File: src/rtl/input_conditioner.sv
// Synchronises and debounces the board switches and push-buttons, and packs them
// with sticky key-press flags into the 16-bit input word read by the core on SYNC.
module input_conditioner #(
  parameter int unsigned DEBOUNCE_CYCLES = 50000
) (
  input  logic        clock,
  input  logic        reset,
  input  logic [9:0]  SW,
  input  logic [1:0]  KEY,
  input  logic        ack,
  output logic [15:0] inputs,
  output logic        changed
);

  localparam int unsigned NUM_BITS = 12;
  localparam int unsigned CNT_W    = 20;
  localparam int unsigned KEY_W    = 2;

  // KEY is active-low, so its idle (released) value is 1.
  localparam logic [NUM_BITS-1:0] RAW_RST = NUM_BITS'(12'h003);
  localparam logic [CNT_W-1:0]    CNT_MAX = CNT_W'(DEBOUNCE_CYCLES - 1);

  logic [NUM_BITS-1:0]            raw;
  logic [NUM_BITS-1:0]            sync1;
  logic [NUM_BITS-1:0]            sync2;
  logic [NUM_BITS-1:0]            stable;
  logic [NUM_BITS-1:0]            stable_nxt;
  logic [NUM_BITS-1:0][CNT_W-1:0] cnt;
  logic [NUM_BITS-1:0][CNT_W-1:0] cnt_nxt;
  logic [KEY_W-1:0]               sticky;
  logic [KEY_W-1:0]               sticky_nxt;
  logic [KEY_W-1:0]               press;
  logic                           changed_nxt;

  assign raw = {SW, KEY};

  // Per-bit debounce counters, press detection and sticky-flag update.
  always_comb begin
    stable_nxt = stable;
    cnt_nxt    = cnt;
    for (int unsigned i = 0; i < NUM_BITS; i++) begin
      if (sync2[i] == stable[i]) begin
        cnt_nxt[i] = '0;
      end else if (cnt[i] == CNT_MAX) begin
        stable_nxt[i] = sync2[i];
        cnt_nxt[i]    = '0;
      end else begin
        cnt_nxt[i] = cnt[i] + CNT_W'(1);
      end
    end
    // A falling stable KEY bit is a press; set takes priority over ack.
    press       = stable[KEY_W-1:0] & ~stable_nxt[KEY_W-1:0];
    sticky_nxt  = press | (sticky & {KEY_W{~ack}});
    changed_nxt = |(stable ^ stable_nxt);
  end

  always_ff @(posedge clock) begin
    if (reset) begin
      sync1   <= RAW_RST;
      sync2   <= RAW_RST;
      stable  <= RAW_RST;
      cnt     <= '0;
      sticky  <= '0;
      changed <= 1'b0;
    end else begin
      sync1   <= raw;
      sync2   <= sync1;
      stable  <= stable_nxt;
      cnt     <= cnt_nxt;
      sticky  <= sticky_nxt;
      changed <= changed_nxt;
    end
  end

  assign inputs = {2'b00, sticky, stable};

endmodule

File: config.mk
export PLATFORM = sky130hd
export DESIGN_NAME = input_conditioner
export DESIGN_NICKNAME = d
export VERILOG_FILES = /design/src/rtl/input_conditioner.sv
export SDC_FILE = /design/constraint.sdc
export NUM_CORES = 1
export LEC_CHECK = 0
export CAP_MARGIN = 20
export CORE_MARGIN = 3
export CORE_UTILIZATION = 30
export CTS_BUF_LIST = sky130_fd_sc_hd__clkbuf_8
export CTS_CLUSTER_SIZE = 10
export DETAILED_ROUTE_END_ITERATION = 12
export DONT_BUFFER_PORTS = 1
export PLACE_DENSITY = 0.45
export SLEW_MARGIN = 20
export SYNTH_ARGS = -nofsm -noshare
export SYNTH_HDL_FRONTEND = slang
export SYNTH_SLANG_ARGS = --single-unit
export TNS_END_PERCENT = 10
File: constraint.sdc
create_clock -name clock -period 2.6 [get_ports clock]
set_clock_uncertainty 0.1 [all_clocks]
set_input_delay 0.13 -clock clock [delete_from_list [all_inputs] [get_ports clock]]
set_output_delay 0.13 -clock clock [all_outputs]
set_load 0.05 [all_outputs]
==> results of run 1 <==
[final timing paths]
kind | startpoint | end
setup / recovery | cnt[33] | changed
hold reg to reg | sync1[1] | sync2[1]
hold / removal | SW[8] | sync1[10]
setup reg to reg | cnt[33] | changed
[Yosys cell counts (all sizes together) (3+ instances only)]
master,instances
nor2,311
dfxtp,279
xnor2,133
xor2,91
nand2,87
nand3,63
nand4,51
inv,38
nor3,38
clkbuf,37
and3,32
nor4,25
nor2b,23
and4,17
nor4b,16
or3,15
ha,14
or4,12
mux2i,11
a21oi,8
or2,7
o21ai,5
and2,4
buf,4
nand2b,4
or3b,4
or4b,3
[metal layers]
metal	part of all wire, %	vias to the layer above	wire length [µm]	track usage [%]
li1	-	4629	-	-
met1	50	3976	12000	15.7
met2	42	87	10100	18.0
met3	4.9	51	1170	3.26
met4	3.1	0	748	5.68
met5	0	-	0	0
[metrics by stage]
step | setup WS, ps | util, % | power (mW)
after floorplan | 276 | - | 4.47
after global placement | 102 | 32.8 | 4.49
after detailed placement | -13.6 | 32.8 | 4.49
after CTS | 5.63 | 35.9 | 8.65
after global routing | 12.8 | 35.9 | 8.86
final | 142 | 35.9 | 8.44
[layout make-up]
cell class	count	share of cell area [%]
Multi-Input combinational cell	987	43.0
Sequential cell	279	40.7
Clock buffer	65	6.52
Tap cell	511	4.66
Timing Repair Buffer	51	3.30
Inverter	38	1.04
Clock inverter	25	0.739
Antenna cell	1	0.0182
[power breakdown]
part	switching (mW)	internal, mW	total (mW)
logic	0.0673	0.0445	0.112
registers	0.0140	4.30	4.32
clock network	1.79	2.22	4.01
total	1.87	6.57	8.44
[registers in the layout, summed over array words and instances, names as in the netlist]
register  flops
cnt         240
stable       12
sync1        12
sync2        12
sticky        2
changed       1
[timing repair]
action | CTS | global route
buffers inserted | 1 | 0
gates resized for setup | 0 | 3
pin swaps | 0 | 3
endpoints found under the setup margin | 1 | 1
hold endpoints to repair | 266 | 0
hold buffers | 16 | 0
[critical path, delay by kind of cell, from the launching register on]
family	cells	cell delay (ps)
flops	1	310
mux	1	250
fa+ha+maj	1	230
simple gates	3	930
compound gates	3	490
[logic make-up (layout without fill, tap and decap cells)]
family | count (synthesis) | count (layout) | synth area share, %
XOR/XNOR | 224 | 224 | 16.6
multiplexers | 11 | 11 | 0.934
buffers and inverters | 79 | 179 | 2.68
AND/OR/NAND/NOR | 718 | 718 | 29.9
adder cells (fa/ha/maj) | 14 | 14 | 1.49
AO/OA/AOI/OAI | 18 | 18 | 0.913
flip-flops | 279 | 279 | 47.4
other | 1 | 3 | 0.0318
==> results.toml, run 1 <==
[final_layout]
final_cell_mix = "nor2_1 (311), dfxtp_1 (279), xnor2_1 (133)"
multi_input_area_um2 = 5900
instances_no_fill = 1957
drive_gt1_share_pct = 8.44
final_common_cell = "nor2_1"
ff_latch_area_um2 = 5590
fillers = 4026
nNetsFinal = 1438
design_area_um2 = 13700
area_growth_pct = 16.4

[clocking]
clock-root-buffer = "clkbuf_8"
clk_pin_slew_ps = 60
cts_sinks = 279
htreeDepth = 2
cts_inserted_buffers = 52
clock_latency_ps = 600
cts_max_path_buffers = 3
cts_tree = "yes"

[placement]
dpl-instance-area_um2 = 12500
io_buffers = 0
place.gp.congestion = 0.741
place_hpwl_um = 15900
dpl.cell_count = 1849

[logic_synthesis]
synth_seq_cells = 279
synth_top_area_cell = "dfxtp_1"
synth_top_area_share_pct = 47.4
seq_area_frac_synth_pct = 47.4
synth.area.top_cells = "dfxtp_1 (47%), nor2_1 (9.9%), xnor2_1 (9.9%)"
ys.flop_type = "dfxtp_1"
synth_edf_count = 0
yosysWarnings = 0
synthDistinctLibCells = 41
syn-cell-area_um2 = 11800
ys_async_sr_fraction_pct = 0
synth.avg_cell_area_um2 = 8.77
synthCells = 1344

[timing]
min_period_ps = 2460
fin_tns_setup_ps = 0
worstMarginPinSlew_ps = 748
grt_setup_unrepaired = "false"
hold_violations = 0
finalCritPeriodShare_pct = 94.5
setup_violations = 0
timing.max_slew.rel_slack_pct = 49.7
final_max_slew_viol_count = 0
fmax_mhz = 407
finalHoldWorstSlack_ps = 99.4

[detailed_routing]
drc = 0
drtIter0Drc = 311
via_count = 8743
viasPerCell = 4.47
drt_pass1_iterations = 4
routedWlPerCell_um = 12.3
drt-total-wl_um = 24000
ant_nets = 0

[floorplanning]
initial_core_util_pct = 30.8
num_rows = 71
dieArea_um2 = 41700
io_pins = 32
coreArea_um2 = 38200
die_h_um = 204
die_x_um = 204

[global_route]
grt_pass1_wl_um = 41600
grt_usage_pct = 11.9
grt_pass1_vias = 8581
antenna_found_initial = 0
grt.overflow.total = 0
grt_max_degree = 52

[setup_path]
rr_worst_depth = 8
end_kind = "flip-flop"
max_stage_delay_ps = 520
crit_chain = "or4_1, nor4_1, and4_1, mux2i_1, ha_1, o311ai_1, a221oi_2, a41oi_2"
crit_slowest_cell = "or4_1"
critPathArrivalTime_ps = 2810
reg2reg_slack_ps = 140
critPathKind = "flip-flop to flip-flop"
cp-start-kind = "flip-flop"
required_ps = 2950
cp_max_fo = 2

[pwr]
p_leak_nw = 4.42
peakVddDrop_mv = 0.360
power.density_nw_per_um2 = 615

[hold_path]
hold_class = "input pin to flip-flop"
worstHoldPathCells = 2

[run]
cap_violations = 0

[status]
status = "finished clean"
(Power assumes the default switching activity.)
==> run 2: changes to the inputs <==
==> constraint.sdc (replaced) <==
create_clock -name clock -period 2.6 [get_ports clock]
set_clock_uncertainty 0.1 [all_clocks]
set_input_delay 0.26 -clock clock [delete_from_list [all_inputs] [get_ports clock]]
set_output_delay 0.26 -clock clock [all_outputs]
set_load 0.05 [all_outputs]
==> results.toml, run 2 (synthesis gave the netlist of run 1 again) <==
[status]
status = "finished clean"

[floorplanning]
die_h_um = 204
dieArea_um2 = 41700
initial_core_util_pct = 30.8
coreArea_um2 = 38200
die_x_um = 204
num_rows = 71
io_pins = 32

[timing]
layout_setup_ws_ps = 142
timing.max_slew.rel_slack_pct = 49.7
min_period_ps = 2460
hold_violations = 0
finalCritPeriodShare_pct = 94.5
fmax_mhz = 407
final_max_slew_viol_count = 0
grt_setup_unrepaired = "false"
setup_violations = 0
worstMarginPinSlew_ps = 748
finalHoldWorstSlack_ps = 49.6

[global_route]
antenna_found_initial = 0
grt_pass1_wl_um = 41800
grt_max_degree = 49
grt_usage_pct = 12.0
grt.overflow.total = 0
grt_pass1_vias = 8583

[setup_path]
reg2reg_slack_ps = 140
critPathArrivalTime_ps = 2810
crit_chain = "or4_1, nor4_1, and4_1, mux2i_1, ha_1, o311ai_1, a221oi_2, a41oi_2"
required_ps = 2950
timing.rr.end = "changed"
cp_max_fo = 2
end_kind = "flip-flop"
rr_worst_depth = 8
r2r_start = "cnt[33]"
max_stage_delay_ps = 520
path_delay_family = "simple AND/OR/NAND/NOR gates"
critPathKind = "flip-flop to flip-flop"
cp-start-kind = "flip-flop"
crit_buf_inv = 0
crit_slowest_cell = "or4_1"

[detailed_routing]
via_count = 8752
routedWlPerCell_um = 12.4
viasPerCell = 4.47
ant_nets = 0
drtIter0Drc = 321
drc = 0
drt_pass1_iterations = 4
drt-total-wl_um = 24200

[final_layout]
final_cell_mix = "nor2_1 (311), dfxtp_1 (279), xnor2_1 (133)"
area_growth_pct = 16.4
drive_gt1_share_pct = 8.44
largest-register = "cnt"
nNetsFinal = 1438
final_common_cell = "nor2_1"
largest_reg_flops = 240

[clocking]
cts_inserted_buffers = 52
clock-root-buffer = "clkbuf_8"
cts_max_path_buffers = 3
cts_sinks = 279
clock_latency_ps = 600
htreeDepth = 2
clk_pin_slew_ps = 60
cts_tree = "yes"

[placement]
post-place-ws_ps = -13.6
place_hpwl_um = 15900
io_buffers = 0
place.gp.congestion = 0.741

[hold_path]
worstHoldPathCells = 2
hp-start = "reset"
hold_class = "input pin to flip-flop"
min_to = "cnt[101]"

[pwr]
power.density_nw_per_um2 = 615
p_leak_nw = 4.42
peakVddDrop_mv = 0.362
power_mw = 8.44

[run]
cap_violations = 0
run 2: cell counts in the layout (fill, tap and decap cells not counted):
No cell type changed its count.
run 2: worst max-delay path by stage:
stage	slack [ps]	endpoint	cells past startpoint	startpoint
floorplan	280	changed	8	cnt[33]
global placement	100	changed	8	cnt[33]
detailed placement	-10	changed	8	cnt[33]
CTS	6	changed	8	cnt[33]
global route	10	changed	8	cnt[11]
finish	140	changed	8	cnt[33]
run 2: layout make-up:
| class | count | area (µm²) |
|---|---|---|
| antenna | 1 | 2.50 |
| timing repair buffer | 51 | 453 |
| inverter | 38 | 143 |
| multi-input combinational | 987 | 5900 |
| tap | 511 | 639 |
| clock buffer | 65 | 895 |
| fill | 4026 | 24500 |
| sequential | 279 | 5590 |
| clock inverter | 25 | 101 |
run 2: stage by stage:
stage	cells	cell area, µm²	TNS (ps)	util [%]
2_1_floorplan	1345	11800	0	-
3_3_place_gp	1849	12500	0	32.8
3_5_place_dp	1849	12500	-13.6	32.8
4_1_cts	1956	13700	0	35.9
5_1_grt	1956	13700	0	35.9
6_report	1957	13700	0	35.9
run 2: report_power, final:
| part | leakage [nW] | internal [mW] | switching (mW) |
|---|---|---|---|
| sequential | 2.25 | 4.30 | 0.0139 |
| clock | 0.597 | 2.22 | 1.79 |
| combinational | 1.57 | 0.0445 | 0.0672 |
| total | 4.42 | 6.57 | 1.87 |
run 2: per-layer routing:
| layer | global-route usage, % | share of wire (%) | vias up |
|---|---|---|---|
| met5 | 0 | 0 | - |
| met4 | 5.68 | 3.1 | 0 |
| met3 | 3.26 | 4.9 | 51 |
| met2 | 18.2 | 42 | 89 |
| met1 | 15.9 | 50 | 3983 |
| li1 | - | - | 4629 |
run 2: timing repair:
action,CTS,global route
hold buffers,16,0
pin swaps,0,3
endpoints found under the hold margin,153,0
gates cloned,0,0
resized for setup,0,3
endpoints found under the setup margin,1,1
buffers inserted,1,0
run 2: worst reg2reg max path: cells and delay by family (launching register included):
kind                       cells  cell delay, ps
adders and majority gates      1             230
and+or+nand+nor                3             930
muxes                          1             250
AOI/OAI and AO/OA              3             490
DFF                            1             310
==> run 3: changes to the inputs <==
--- a/config.mk
+++ b/config.mk
@@ -5,6 +5,7 @@
 export SDC_FILE = /design/constraint.sdc
 export NUM_CORES = 1
 export LEC_CHECK = 0
+export ABC_AREA = 1
 export CAP_MARGIN = 20
 export CORE_MARGIN = 3
 export CORE_UTILIZATION = 30
==> constraint.sdc (replaced) <==
create_clock -name clock -period 2.6 [get_ports clock]
set_clock_uncertainty 0.1 [all_clocks]
set_input_delay 0.26 -clock clock [delete_from_list [all_inputs] [get_ports clock]]
set_output_delay 0.26 -clock clock [all_outputs]
set_load 0.02 [all_outputs]
==> results.toml, run 3 <==
[status]
status = "finished clean"

[floorplanning]
io_pins = 32
dieArea_um2 = 45800
die_x_um = 214
initial_core_util_pct = 30.7
die_h_um = 214
num_rows = 75
coreArea_um2 = 42300

[logic_synthesis]
synth_top_area_cell = "dfxtp_1"
synth_top_family_by_area = "simple AND/OR/NAND/NOR gates"
synthDistinctLibCells = 45
synth_top_area_share_pct = 43.1
synthTopCellsByCount = "nand2_1 (315), nor2_1 (302), dfxtp_1 (279), inv_1 (222), nand3_1 (115)"
synth-xor-area-share_pct = 6.14
ys.flop_type = "dfxtp_1"
synthCells = 1783
synth-compound-area-share_pct = 6.77
yosysWarnings = 0
seq_area_frac_synth_pct = 43.1
synth.area.top_cells = "dfxtp_1 (43%), nand2_1 (9.1%), nor2_1 (8.7%)"
synth_seq_cells = 279
synth.most_common_cell = "nand2_1"
synth_edf_count = 0
syn-cell-area_um2 = 13000
synth_fa_ha_area_share_pct = 1.35
synth.avg_cell_area_um2 = 7.28
ys_async_sr_fraction_pct = 0
synth-simple-area-share_pct = 34.7
muxShareOfSynthArea_pct = 0

[clocking]
htreeDepth = 2
clock-root-buffer = "clkbuf_8"
clock_latency_ps = 630
cts_inserted_buffers = 53
clk_pin_slew_ps = 60
post-cts-setup-buffers = 0
cts_sinks = 279
cts_tree = "yes"
cts_max_path_buffers = 3

[pwr]
peakVddDrop_mv = 0.317
p_leak_nw = 5.45
power.density_nw_per_um2 = 584
power_mw = 8.70

[final_layout]
final_core_util_pct = 35.2
area_growth_pct = 14.8
final_common_cell = "nand2_1"
final_cell_mix = "nand2_1 (315), nor2_1 (302), dfxtp_1 (279)"
largest-register = "cnt"
drive_gt1_share_pct = 9.84
nNetsFinal = 1868
antennaDiodeCount = 0
largest_reg_flops = 240

[global_route]
grt_pass1_vias = 10500
antenna_found_initial = 0
grt.overflow.total = 0
grt_max_degree = 37
grt_usage_pct = 12.3
grt_pass1_wl_um = 48200

[timing]
fin_tns_setup_ps = 0
grt_setup_unrepaired = "false"
final_max_slew_viol_count = 0
worstMarginPinSlew_ps = 598
fmax_mhz = 450
timing.max_slew.rel_slack_pct = 60.0
min_period_ps = 2220
finalCritPeriodShare_pct = 85.4
hold_violations = 0
setup_violations = 0

[run]
cap_violations = 0

[setup_path]
required_ps = 3030
cp-start-kind = "flip-flop"
critPathArrivalTime_ps = 2650
timing.rr.end = "changed"
rr_worst_depth = 16
crit_slowest_cell = "dfxtp_1"
reg2reg_slack_ps = 380
critPathKind = "flip-flop to flip-flop"
startpoint = "cnt[20]"
r2r_start = "cnt[20]"
end_kind = "flip-flop"
crit_end = "changed"
cp_max_fo = 5
crit_chain = "ha_1, nand2_1, nor2_2, inv_2, nor2_2, nand4_2, nand2_1, o21ai_1, ha_1, nand2_1, inv_1, nand2_1, nor2_1, nand3_1, nand2_1, inv_1"
max_stage_delay_ps = 350
cpMostUsedCell = "nand2_1"

[detailed_routing]
drt-total-wl_um = 27800
drc = 0
routedWlPerCell_um = 11.3
ant_nets = 0
viasPerCell = 4.37
drt_pass1_iterations = 5
via_count = 10700
drtIter0Drc = 414

[placement]
place_hpwl_um = 19500
place.gp.congestion = 0.788
io_buffers = 0

[hold_path]
hold_class = "input pin to flip-flop"
[run 3: cell type report]
cell class	instances	area, µm²
Fill cell	4490	27400
Sequential cell	279	5590
Clock inverter	31	168
Timing Repair Buffer	29	283
Multi-Input combinational cell	1241	6360
Inverter	235	882
Tap cell	577	722
Clock buffer	65	895
[run 3: kinds of logic (layout without fill, tap and decap cells)]
| logic type | after synthesis | in the layout |
|---|---|---|
| flip-flops | 279 | 279 |
| buffers and inverters | 264 | 360 |
| adder cells (fa/ha/maj) | 14 | 14 |
| AO/OA/AOI/OAI | 164 | 164 |
| XOR/XNOR | 91 | 91 |
| AND/OR/NAND/NOR | 970 | 970 |
| other | 1 | 2 |
[run 3: what timing repair did]
item | in CTS | in global routing
hold buffers | 17 | 0
resized for setup | 0 | 0
endpoints found under the hold margin | 47 | 0
[run 3: critical path: cells and delay by family (launching register included)]
kind	cells	cell delay [ps]
buf+inv	3	140
flops	1	350
compound gates	1	80
fa+ha+maj	2	460
simple gates	10	1000
[run 3: power by group]
part	internal [mW]	switching (mW)	total, mW
clock network	2.36	1.91	4.27
registers	4.30	0.0124	4.31
logic	0.0436	0.0741	0.118
[run 3: how the worst min path moves through the flow]
stage	cells past startpoint	start	to
CTS	2	KEY[1]	sync1[1]
finish	3	SW[2]	sync1[4]
floorplan	1	KEY[0]	sync1[0]
global route	2	KEY[0]	sync1[0]
global placement	1	reset	sync1[4]
detailed placement	1	reset	sync1[4]
[run 3: layer usage]
layer | track usage (%) | up-vias | wire length (µm) | share of wire (%)
met5 | 0 | - | 0 | 0
li1 | - | 5806 | - | -
met4 | 4.89 | 0 | 751 | 2.7
met1 | 15.9 | 4761 | 13900 | 50
met2 | 19.6 | 124 | 11900 | 43
met3 | 3.05 | 56 | 1260 | 4.5
[run 3: metrics by stage]
| step | setup WS (ps) | hold slack (ps) | instance area [µm²] | std cells |
|---|---|---|---|---|
| floorplan | 597 | 264 | 13000 | 1784 |
| global placement | 378 | 236 | 13700 | 2344 |
| detailed placement | 372 | 236 | 13700 | 2344 |
| CTS | 378 | 93.5 | 14900 | 2457 |
| global route | 37.2 | 121 | 14900 | 2457 |
| finish | 380 | 180 | 14900 | 2457 |
